==> src/rtl/slave_resp_router_if.sv <==
// Bundle of arbiter, slave-response and routed master-side signals for slave_resp_router.
// The router uses the slave modport; the environment that drives it uses the master modport.
interface slave_resp_router_if #(
    parameter int unsigned N_MASTERS = 2,
    parameter int unsigned N_SLAVES  = 3
);
    localparam int unsigned SEL_W = (N_SLAVES > 1) ? $clog2(N_SLAVES) : 1;

    logic [N_MASTERS-1:0] bus_grant;
    logic [SEL_W-1:0]     slave_sel;
    logic                 slave_sel_vld;

    logic [N_SLAVES-1:0]  s_valid;
    logic [N_SLAVES-1:0]  s_ready;
    logic [N_SLAVES-1:0]  s_tx_done;
    logic [N_SLAVES-1:0]  s_rx_done;
    logic [N_SLAVES-1:0]  s_tx_data;

    logic [N_MASTERS-1:0] m_valid;
    logic [N_MASTERS-1:0] m_ready;
    logic [N_MASTERS-1:0] m_tx_done;
    logic [N_MASTERS-1:0] m_rx_done;
    logic [N_MASTERS-1:0] m_tx_data;

    logic                 busy;
    logic                 route_err;
    logic                 timeout_err;

    modport slave (
        input  bus_grant, slave_sel, slave_sel_vld,
        input  s_valid, s_ready, s_tx_done, s_rx_done, s_tx_data,
        output m_valid, m_ready, m_tx_done, m_rx_done, m_tx_data,
        output busy, route_err, timeout_err
    );

    modport master (
        output bus_grant, slave_sel, slave_sel_vld,
        output s_valid, s_ready, s_tx_done, s_rx_done, s_tx_data,
        input  m_valid, m_ready, m_tx_done, m_rx_done, m_tx_data,
        input  busy, route_err, timeout_err
    );
endinterface

==> src/rtl/slave_resp_router.sv <==
// Routes one slave's response signals to the granted master for the life of a transfer.
// Error flags are registered: each pulses in the cycle after its triggering condition.
module slave_resp_router #(
    parameter int unsigned N_MASTERS = 2,
    parameter int unsigned N_SLAVES  = 3,
    parameter int unsigned TIMEOUT   = 255,
    parameter int unsigned REG_OUT   = 0
) (
    input  logic               clk,
    input  logic               rstn,
    slave_resp_router_if.slave bus
);
    localparam int unsigned MST_W = (N_MASTERS > 1) ? $clog2(N_MASTERS) : 1;
    localparam int unsigned SEL_W = (N_SLAVES > 1) ? $clog2(N_SLAVES) : 1;
    localparam int unsigned CNT_W = $clog2(TIMEOUT + 1);

    localparam logic [0:0] IDLE   = 1'b0;
    localparam logic [0:0] ACTIVE = 1'b1;

    logic [0:0]       state_q, state_d;
    logic [MST_W-1:0] mst_q, mst_d;
    logic [SEL_W-1:0] slv_q, slv_d;
    logic [CNT_W-1:0] cnt_q, cnt_d;
    logic             route_err_q, route_err_d;
    logic             timeout_err_q, timeout_err_d;

    logic             grant_onehot;
    logic [MST_W-1:0] grant_idx;
    logic             sel_ok;

    logic sel_valid, sel_ready, sel_tx_done, sel_rx_done, sel_tx_data;
    logic activity, done, abort, tmo;

    always_comb begin
        grant_idx = '0;
        for (int i = 0; i < int'(N_MASTERS); i++) begin
            if (bus.bus_grant[i]) grant_idx = MST_W'(i);
        end
    end

    assign grant_onehot = (bus.bus_grant != '0) &&
                          ((bus.bus_grant & (bus.bus_grant - 1'b1)) == '0);
    assign sel_ok       = {1'b0, bus.slave_sel} < (SEL_W + 1)'(N_SLAVES);

    assign sel_valid   = bus.s_valid[slv_q];
    assign sel_ready   = bus.s_ready[slv_q];
    assign sel_tx_done = bus.s_tx_done[slv_q];
    assign sel_rx_done = bus.s_rx_done[slv_q];
    assign sel_tx_data = bus.s_tx_data[slv_q];

    assign activity = sel_valid | sel_ready | sel_tx_done | sel_rx_done | sel_tx_data;
    assign done     = sel_tx_done | sel_rx_done;
    assign abort    = ~bus.bus_grant[mst_q];
    assign tmo      = (cnt_q == CNT_W'(TIMEOUT));

    always_comb begin
        state_d       = state_q;
        mst_d         = mst_q;
        slv_d         = slv_q;
        cnt_d         = cnt_q;
        route_err_d   = 1'b0;
        timeout_err_d = 1'b0;
        case (state_q)
            IDLE: begin
                cnt_d = '0;
                if (bus.slave_sel_vld) begin
                    if (grant_onehot && sel_ok) begin
                        state_d = ACTIVE;
                        mst_d   = grant_idx;
                        slv_d   = bus.slave_sel;
                    end else begin
                        route_err_d = 1'b1;
                    end
                end
            end
            ACTIVE: begin
                if (activity) begin
                    cnt_d = '0;
                end else if (!tmo) begin
                    cnt_d = cnt_q + 1'b1;
                end
                // Done/abort take precedence so timeout_err only flags a genuine stall.
                if (done || abort) begin
                    state_d = IDLE;
                end else if (tmo) begin
                    state_d       = IDLE;
                    timeout_err_d = 1'b1;
                end
            end
            default: state_d = IDLE;
        endcase
    end

    always_ff @(posedge clk or negedge rstn) begin
        if (!rstn) begin
            state_q       <= IDLE;
            mst_q         <= '0;
            slv_q         <= '0;
            cnt_q         <= '0;
            route_err_q   <= 1'b0;
            timeout_err_q <= 1'b0;
        end else begin
            state_q       <= state_d;
            mst_q         <= mst_d;
            slv_q         <= slv_d;
            cnt_q         <= cnt_d;
            route_err_q   <= route_err_d;
            timeout_err_q <= timeout_err_d;
        end
    end

    logic [N_MASTERS-1:0] m_valid_c, m_ready_c, m_tx_done_c, m_rx_done_c, m_tx_data_c;

    always_comb begin
        m_valid_c   = '0;
        m_ready_c   = '0;
        m_tx_done_c = '0;
        m_rx_done_c = '0;
        m_tx_data_c = '0;
        if (state_q == ACTIVE) begin
            m_valid_c[mst_q]   = sel_valid;
            m_ready_c[mst_q]   = sel_ready;
            m_tx_done_c[mst_q] = sel_tx_done;
            m_rx_done_c[mst_q] = sel_rx_done;
            m_tx_data_c[mst_q] = sel_tx_data;
        end
    end

    generate
        if (REG_OUT != 0) begin : g_reg_out
            logic [N_MASTERS-1:0] m_valid_q, m_ready_q, m_tx_done_q, m_rx_done_q, m_tx_data_q;

            always_ff @(posedge clk or negedge rstn) begin
                if (!rstn) begin
                    m_valid_q   <= '0;
                    m_ready_q   <= '0;
                    m_tx_done_q <= '0;
                    m_rx_done_q <= '0;
                    m_tx_data_q <= '0;
                end else begin
                    m_valid_q   <= m_valid_c;
                    m_ready_q   <= m_ready_c;
                    m_tx_done_q <= m_tx_done_c;
                    m_rx_done_q <= m_rx_done_c;
                    m_tx_data_q <= m_tx_data_c;
                end
            end

            assign bus.m_valid   = m_valid_q;
            assign bus.m_ready   = m_ready_q;
            assign bus.m_tx_done = m_tx_done_q;
            assign bus.m_rx_done = m_rx_done_q;
            assign bus.m_tx_data = m_tx_data_q;
        end else begin : g_comb_out
            assign bus.m_valid   = m_valid_c;
            assign bus.m_ready   = m_ready_c;
            assign bus.m_tx_done = m_tx_done_c;
            assign bus.m_rx_done = m_rx_done_c;
            assign bus.m_tx_data = m_tx_data_c;
        end
    endgenerate

    assign bus.busy        = (state_q == ACTIVE);
    assign bus.route_err   = route_err_q;
    assign bus.timeout_err = timeout_err_q;
endmodule
==> src/flat_wrapper.sv <==
// flat-port wrapper written by rule: the top's interface ports become plain ports
module slave_resp_router_flat 
#(
    parameter int unsigned N_MASTERS = 2,
    parameter int unsigned N_SLAVES  = 3,
    parameter int unsigned TIMEOUT   = 255,
    parameter int unsigned REG_OUT   = 0
)
  (clk, rstn, bus_bus_grant, bus_slave_sel, bus_slave_sel_vld, bus_s_valid, bus_s_ready, bus_s_tx_done, bus_s_rx_done, bus_s_tx_data, bus_m_valid, bus_m_ready, bus_m_tx_done, bus_m_rx_done, bus_m_tx_data, bus_busy, bus_route_err, bus_timeout_err);
  slave_resp_router_if #(.N_MASTERS(N_MASTERS), .N_SLAVES(N_SLAVES)) bus_i ();
  input  logic clk;
  input  logic rstn;
  input wire logic [$bits(bus_i.bus_grant)-1:0] bus_bus_grant;
  input wire logic [$bits(bus_i.slave_sel)-1:0] bus_slave_sel;
  input wire logic [$bits(bus_i.slave_sel_vld)-1:0] bus_slave_sel_vld;
  input wire logic [$bits(bus_i.s_valid)-1:0] bus_s_valid;
  input wire logic [$bits(bus_i.s_ready)-1:0] bus_s_ready;
  input wire logic [$bits(bus_i.s_tx_done)-1:0] bus_s_tx_done;
  input wire logic [$bits(bus_i.s_rx_done)-1:0] bus_s_rx_done;
  input wire logic [$bits(bus_i.s_tx_data)-1:0] bus_s_tx_data;
  output wire logic [$bits(bus_i.m_valid)-1:0] bus_m_valid;
  output wire logic [$bits(bus_i.m_ready)-1:0] bus_m_ready;
  output wire logic [$bits(bus_i.m_tx_done)-1:0] bus_m_tx_done;
  output wire logic [$bits(bus_i.m_rx_done)-1:0] bus_m_rx_done;
  output wire logic [$bits(bus_i.m_tx_data)-1:0] bus_m_tx_data;
  output wire logic [$bits(bus_i.busy)-1:0] bus_busy;
  output wire logic [$bits(bus_i.route_err)-1:0] bus_route_err;
  output wire logic [$bits(bus_i.timeout_err)-1:0] bus_timeout_err;
  assign bus_i.bus_grant = bus_bus_grant;
  assign bus_i.slave_sel = bus_slave_sel;
  assign bus_i.slave_sel_vld = bus_slave_sel_vld;
  assign bus_i.s_valid = bus_s_valid;
  assign bus_i.s_ready = bus_s_ready;
  assign bus_i.s_tx_done = bus_s_tx_done;
  assign bus_i.s_rx_done = bus_s_rx_done;
  assign bus_i.s_tx_data = bus_s_tx_data;
  assign bus_m_valid = bus_i.m_valid;
  assign bus_m_ready = bus_i.m_ready;
  assign bus_m_tx_done = bus_i.m_tx_done;
  assign bus_m_rx_done = bus_i.m_rx_done;
  assign bus_m_tx_data = bus_i.m_tx_data;
  assign bus_busy = bus_i.busy;
  assign bus_route_err = bus_i.route_err;
  assign bus_timeout_err = bus_i.timeout_err;
  slave_resp_router #(.N_MASTERS(N_MASTERS), .N_SLAVES(N_SLAVES), .TIMEOUT(TIMEOUT), .REG_OUT(REG_OUT)) u_core (.clk(clk), .rstn(rstn), .bus(bus_i));
endmodule
==> config.mk <==
export PLATFORM = sky130hd
export DESIGN_NAME = slave_resp_router_flat
export DESIGN_NICKNAME = d
export VERILOG_FILES = /design/src/rtl/slave_resp_router_if.sv /design/src/rtl/slave_resp_router.sv /design/src/flat_wrapper.sv
export SDC_FILE = /design/constraint.sdc
export NUM_CORES = 1
export LEC_CHECK = 0
export CORE_MARGIN = 2
export CORE_UTILIZATION = 40
export CTS_CLUSTER_SIZE = 20
export DETAILED_ROUTE_END_ITERATION = 12
export GPL_TIMING_DRIVEN = 1
export PLACE_DENSITY = 0.73
export SLEW_MARGIN = 15
export SYNTH_ARGS = -nofsm -noshare
export SYNTH_HDL_FRONTEND = slang
export SYNTH_SLANG_ARGS = --single-unit
==> constraint.sdc <==
create_clock -name clk -period 2 [get_ports clk]
set_clock_uncertainty 0.15 [all_clocks]
set_input_delay 0.4 -clock clk [delete_from_list [all_inputs] [get_ports clk]]
set_output_delay 0.4 -clock clk [all_outputs]
set_load 0.02 [all_outputs]
==> results.sh, run 1 <==
export IMPL_fp_dieH_um=50.3
export IMPL_nNetsFinal=165
export IMPL_dpl_hpwl_mm=1.72
export IMPL_crit_path_start_kind="register"
export IMPL_clkLatencyLatePin_ns=0.28
export IMPL_worst_hold_path_type="input pin to async pin"
export IMPL_antenna_found_initial=0
export IMPL_endpoint_kind="output port"
export IMPL_n_antenna_cell=0
export IMPL_leakage_uw=0.000627
export IMPL_clock_sinks=14
export IMPL_holdWs_ns=0.348
export IMPL_outcome="complete, but fails checks"
export IMPL_fmax_ghz=0.493
export IMPL_ctsHoldBuffers=0
export IMPL_core_um2=1980
export IMPL_syn_area_um2=856
export IMPL_postSynthAreaPerCell_um2=10.2
export IMPL_ys_seq_area_frac=0.409
export IMPL_vdd_ir_drop_max_mv=0.595
export IMPL_max_slew_margin=0.596
export IMPL_min_period_ns=2.03
export IMPL_setup_viol=10
export IMPL_p_per_area_nw_per_um2=777
export IMPL_numCtsBuffers=3
export IMPL_grt_pass1_vias=922
export IMPL_ioPinCount=35
export IMPL_drive_gt1_frac=0.357
export IMPL_rsz0062_at_grt="true"
export IMPL_die_x_um=50.3
export IMPL_grt_start_max_net_pins=15
export IMPL_dpl_worst_slack_ns=-0.442
export IMPL_ant_nets=0
export IMPL_setup_ws_ns=-0.0298
export IMPL_dr_pass1_iters=3
export IMPL_cts_tree="yes"
export IMPL_worstPathRequired_ns=1.45
export IMPL_synthDistinctLibCells=29
export IMPL_port_buffers=34
export IMPL_cp_arrival_ns=1.48
export IMPL_ys_ff_latch=14
export IMPL_cts_buffer_depth=2
export IMPL_vias_per_cell=5.56
export IMPL_worst_pin_slew_ns=0.605
export IMPL_rows=16
export IMPL_fin_crit_sh=1.01
export IMPL_dr_total_vias=929
export IMPL_placed_cell_area_um2=1300
export IMPL_ys_warn_count=0
export IMPL_grt_pass1_wl_mm=4.00
export IMPL_drc=0
export IMPL_drt_iter0_markers=8
export IMPL_wl_per_cell_um=15.9
export IMPL_dieArea_um2=2530
export IMPL_wl_mm=2.66
export IMPL_layout_commonest_cell="buf_4"
export IMPL_synth_nets=107
export IMPL_gp_congestion=0.850
export IMPL_overflow=0
export IMPL_syn_inst=84
export IMPL_design_area_um2=1470
export IMPL_hold_viol=0
export IMPL_cts_htree_levels=1
export IMPL_drv_cap=0
export IMPL_instances_no_fill=167
export IMPL_finalMaxSlewViolations=0
export IMPL_cts_root_buffer_cell="clkbuf_4"
export IMPL_grtUsageTotal=0.207
export IMPL_failed_checks="negative setup slack"
export IMPL_start_util=0.432
export IMPL_final_cell_mix="25 x buf_4, 24 x clkdlybuf4s50_1, 13 x dfrtp_1, 11 x nor2_1, 6 x nor3_1"
export IMPL_worst_path_max_fanout=4
export IMPL_critPathKind="register to output port"
export IMPL_place_inst=155
export IMPL_syn2layout_area_growth_pct=71.9
export IMPL_cts_clk_slew_worst_paths_ns=0.08
-- state kept, by name, summed over array words and instances, names as in the netlist --
name,flops
u_core.slv_q,2
u_core.bus.timeout_err,1
u_core.cnt_q,8
u_core.bus.route_err,1
u_core.mst_q,1
u_core.bus.busy,1
-- final timing paths --
path	from	slack, ns	end	depth (start not counted)
max	u_core.slv_q[1]	-0.03	bus_m_ready[1]	5
min	rstn	0.35	u_core.bus.route_err	1
max reg2reg	u_core.slv_q[1]	0.09	u_core.bus.timeout_err	7
min reg2reg	u_core.bus.busy	0.43	u_core.bus.route_err	1
max in group asynchronous	rstn	0.93	u_core.slv_q[1]	1
min in group clk	u_core.bus.busy	0.43	u_core.bus.route_err	1
-- worst max-delay path, cell delays in order (launching register included) --
cell	delay [ns]
dfrtp_2	0.44
buf_6	0.14
mux2i_2	0.19
a2bb2oi_2	0.21
nor2_1	0.07
buf_4	0.16
-- layer usage --
metal	share of wire	vias to the layer above	track usage
met5	0	-	0
met4	0.023	0	0.0833
met3	0.049	8	0.0387
met2	0.51	34	0.349
met1	0.42	453	0.259
li1	-	434	-
-- synthesized netlist by cell type --
| master | count | area [µm²] |
|---|---|---|
| nor3_1 | 6 | 30.0 |
| a31oi_1 | 1 | 6.26 |
| ha_1 | 1 | 12.5 |
| nand2_1 | 3 | 11.3 |
| nand3b_1 | 1 | 7.51 |
| nand4b_4 | 1 | 23.8 |
| o31ai_1 | 1 | 7.51 |
| nor4_1 | 3 | 18.8 |
| dfrtp_1 | 14 | 350 |
| a2bb2oi_1 | 1 | 8.76 |
| mux2_1 | 3 | 33.8 |
| nand4_1 | 2 | 12.5 |
| and4_1 | 1 | 8.76 |
| xor2_1 | 1 | 8.76 |
| nor2_1 | 12 | 45.0 |
| o211ai_1 | 1 | 7.51 |
| a2bb2oi_2 | 3 | 45.0 |
| nor3b_1 | 2 | 15.0 |
| buf_6 | 1 | 11.3 |
| nor2b_2 | 1 | 8.76 |
| and3_1 | 2 | 12.5 |
| nand2b_1 | 2 | 12.5 |
| xnor2_1 | 1 | 8.76 |
| nand3_2 | 1 | 10.0 |
| nand3_1 | 3 | 15.0 |
| nor4b_1 | 1 | 8.76 |
| mux2i_1 | 8 | 80.1 |
| a21oi_1 | 3 | 15.0 |
| o21ai_0 | 4 | 20.0 |
-- cell families (layout without fill, tap and decap cells) --
| group | Yosys count | after routing | share of synthesized area |
|---|---|---|---|
| AND/OR/NAND/NOR | 41 | 42 | 0.281 |
| AO/OA/AOI/OAI | 14 | 14 | 0.129 |
| flip-flops | 14 | 14 | 0.409 |
| multiplexers | 11 | 11 | 0.133 |
| XOR/XNOR | 2 | 2 | 0.0205 |
| adder cells (fa/ha/maj) | 1 | 1 | 0.0146 |
| buffers and inverters | 1 | 56 | 0.0132 |
-- report_power, final --
part,internal (µW),switching [µW]
sequential,309,26.9
combinational,370,283
clock,69.8,84.4
-- repair_timing --
item / CTS / global route
setup endpoints to repair: 10 / 15
gates cloned: 0 / 1
setup buffers: 8 / 0
gates resized for setup: 55 / 15
pin swaps: 11 / 8
-- per-stage QoR --
stage               utilization  power, µW  setup TNS [ns]
floorplan                     -        586               0
global placement          0.657        795           -3.69
detailed placement        0.657        803           -4.55
CTS                       0.697       1050         -0.0719
global route              0.742       1210          -0.775
finish                    0.742       1140          -0.151
-- area by class of cell --
type / count / area [µm²]
clock buffers: 3 / 22.5
fillers: 141 / 510
multi-input cells: 70 / 591
flip-flops and latches: 14 / 352
well taps: 27 / 33.8
repair buffers: 53 / 473
Note: power is estimated with default switching activity, not from simulation.
==> run 2: changes to the inputs <==
--- a/config.mk
+++ b/config.mk
@@ -5,12 +5,13 @@
 export SDC_FILE = /design/constraint.sdc
 export NUM_CORES = 1
 export LEC_CHECK = 0
+export ABC_AREA = 1
 export CORE_MARGIN = 2
 export CORE_UTILIZATION = 40
 export CTS_CLUSTER_SIZE = 20
 export DETAILED_ROUTE_END_ITERATION = 12
 export GPL_TIMING_DRIVEN = 1
-export PLACE_DENSITY = 0.73
+export PLACE_DENSITY = 0.71
 export SLEW_MARGIN = 15
 export SYNTH_ARGS = -nofsm -noshare
 export SYNTH_HDL_FRONTEND = slang
==> results.sh, run 2 <==
export IMPL_rr_endpoint="u_core.cnt_q[1]"
export IMPL_worst_pin_slew_ns=0.272
export IMPL_syn_inst=139
export IMPL_layout_commonest_cell="nand2_1"
export IMPL_synth_edf_count=0
export IMPL_ys_seq_area_frac=0.366
export IMPL_outcome="complete, but fails checks"
export IMPL_postSynthAreaPerCell_um2=6.88
export IMPL_syn2layout_area_growth_pct=55.6
export IMPL_wl_per_cell_um=11.2
export IMPL_antenna_found_initial=0
export IMPL_nNetsFinal=211
export IMPL_r2r_start="u_core.slv_q[0]"
export IMPL_min_period_ns=2.03
export IMPL_crit_path_start_kind="input pin"
export IMPL_largest_registers="u_core.cnt_q: 8 flops, u_core.slv_q: 2 flops"
export IMPL_slowest_stage="clkdlybuf4s50_1"
export IMPL_p_per_area_nw_per_um2=630
export IMPL_ys_ff_latch=14
export IMPL_cts_clk_slew_worst_paths_ns=0.08
export IMPL_clkLatencyLatePin_ns=0.27
export IMPL_gp_congestion=0.793
export IMPL_synthDistinctLibCells=24
export IMPL_syn_area_um2=956
export IMPL_drc=0
export IMPL_finalMaxSlewViolations=0
export IMPL_top_register="u_core.cnt_q"
export IMPL_holdWs_ns=0.282
export IMPL_grt_start_max_net_pins=15
export IMPL_cts_tree="yes"
export IMPL_r2r_cells=9
export IMPL_drive_gt1_frac=0.296
export IMPL_place_inst=210
export IMPL_overflow=0
export IMPL_vdd_ir_drop_max_mv=0.401
export IMPL_yosys_area_top_type="dfrtp_1"
export IMPL_die_x_um=52.9
export IMPL_crit_family="buffers and inverters"
export IMPL_failed_checks="negative setup slack"
export IMPL_critPathBufInv=4
export IMPL_instances_no_fill=214
export IMPL_cp_arrival_ns=1.48
export IMPL_worst_path_max_fanout=2
export IMPL_synth_most_common_cell="nand2_1"
export IMPL_largest_reg_flops=8
export IMPL_synth_nets=162
export IMPL_ys_flop_type="dfrtp_1"
export IMPL_leakage_uw=0.000758
export IMPL_hold_viol=0
export IMPL_drv_cap=0
export IMPL_synth_top_area_share=0.366
export IMPL_grtUsageTotal=0.177
export IMPL_ctsHoldBuffers=0
export IMPL_critPathKind="input pin to output port"
export IMPL_port_buffers=34
export IMPL_core_um2=2230
export IMPL_dieArea_um2=2800
export IMPL_dpl_hpwl_mm=1.82
export IMPL_wl_mm=2.39
export IMPL_cts_htree_levels=1
export IMPL_worstPathCellList="clkdlybuf4s50_1, inv_1, nand2_1, nand3_2, o21ai_2, inv_2, nor2_2, buf_6"
export IMPL_ant_nets=0
export IMPL_start_util=0.428
export IMPL_synth_async_reset_ratio=1.00
export IMPL_dr_pass1_iters=4
export IMPL_fill_cells=201
export IMPL_ff2ff_setup_slack_ns=0.31
export IMPL_fin_crit_sh=1.02
export IMPL_synth_area_leaders="dfrtp_1 37%, nand2_1 12%, nor2_1 11%, inv_1 9.0%, nand3_1 4.2%"
export IMPL_cts_root_buffer_cell="clkbuf_4"
export IMPL_fp_dieH_um=52.9
export IMPL_fmax_ghz=0.492
export IMPL_clock_sinks=14
export IMPL_grt_pass1_wl_mm=3.71
export IMPL_ys_warn_count=0
export IMPL_setup_viol=1
export IMPL_ioPinCount=35
export IMPL_numCtsBuffers=3
export IMPL_worst_hold_path_type="input pin to async pin"
export IMPL_drt_iter0_markers=18
export IMPL_rsz0062_at_grt="true"
export IMPL_setup_ws_ns=-0.0335
export IMPL_synthTopCellsByCount="31 x nand2_1, 28 x nor2_1, 23 x inv_1"
export IMPL_n_antenna_cell=0
export IMPL_vias_per_cell=4.83
export IMPL_endpoint_kind="output port"
export IMPL_dr_total_vias=1033
export IMPL_critPathMaxStageDelay_ns=0.45
export IMPL_grt_pass1_vias=941
export IMPL_rows=17
export IMPL_worstPathRequired_ns=1.45
export IMPL_cts_buffer_depth=2
export IMPL_max_slew_margin=0.818
export IMPL_post_route_util=0.666
export IMPL_final_cell_mix="28 x nand2_1, 21 x nor2_1, 19 x clkdlybuf4s50_1, 18 x inv_1, 15 x buf_4"
==> run 2: per-layer routing <==
metal | share of wire | track usage | vias up
li1 | - | - | 522
met2 | 0.51 | 0.338 | 38
met4 | 0.0088 | 0.0385 | 0
met3 | 0.062 | 0.0311 | 2
met1 | 0.41 | 0.204 | 471
met5 | 0 | 0 | -
==> run 2: cell type report <==
type	count	area [µm²]	share of cell area
flip-flops and latches	14	352	0.236
multi-input cells	100	553	0.372
well taps	28	35.0	0.0235
clock buffers	3	22.5	0.0151
inverters	24	92.6	0.0622
repair buffers	45	433	0.291
==> run 2: metrics by stage <==
step	setup WS, ns	power [µW]	instance area (µm²)	TNS (ns)
6_report	-0.0335	937	1490	-0.0335
5_1_grt	-0.0739	999	1490	-0.167
4_1_cts	0.0193	878	1380	0
3_5_place_dp	-0.480	727	1400	-4.29
3_3_place_gp	-0.469	724	1400	-4.28
2_1_floorplan	0.161	548	956	0
==> run 2: kinds of logic after synthesis <==
family | Yosys count | synth area share
adder cells (fa/ha/maj) | 1 | 0.0131
flip-flops | 14 | 0.366
AND/OR/NAND/NOR | 82 | 0.407
AO/OA/AOI/OAI | 15 | 0.0864
XOR/XNOR | 2 | 0.0183
buffers and inverters | 25 | 0.109
==> run 2: how the worst max path moves through the flow <==
stage                     depth (start not counted)                to  slack (ns)              from
after floorplan                                   3    bus_m_ready[0]        0.16   u_core.bus.busy
final                                             8  bus_m_tx_done[0]       -0.03  bus_s_tx_done[1]
after CTS                                         8  bus_m_rx_done[1]        0.02  bus_s_rx_done[1]
after detailed placement                          7    bus_m_ready[0]       -0.48    bus_s_ready[0]
after global routing                              8  bus_m_tx_done[0]       -0.07  bus_s_tx_done[1]
after global placement                            7    bus_m_ready[0]       -0.47    bus_s_ready[0]
==> run 2: where the power goes <==
part	leakage, µW	internal, µW	total, µW	switching, µW
registers	0.000185	306	332	26.4
logic	0.000560	207	452	245
clock network	0.0000138	69.8	152	82.4
==> run 2: timing repair <==
action	CTS	global route
pin swaps	1	13
gates resized for setup	46	37
setup buffers	0	1
setup endpoints to repair	10	10
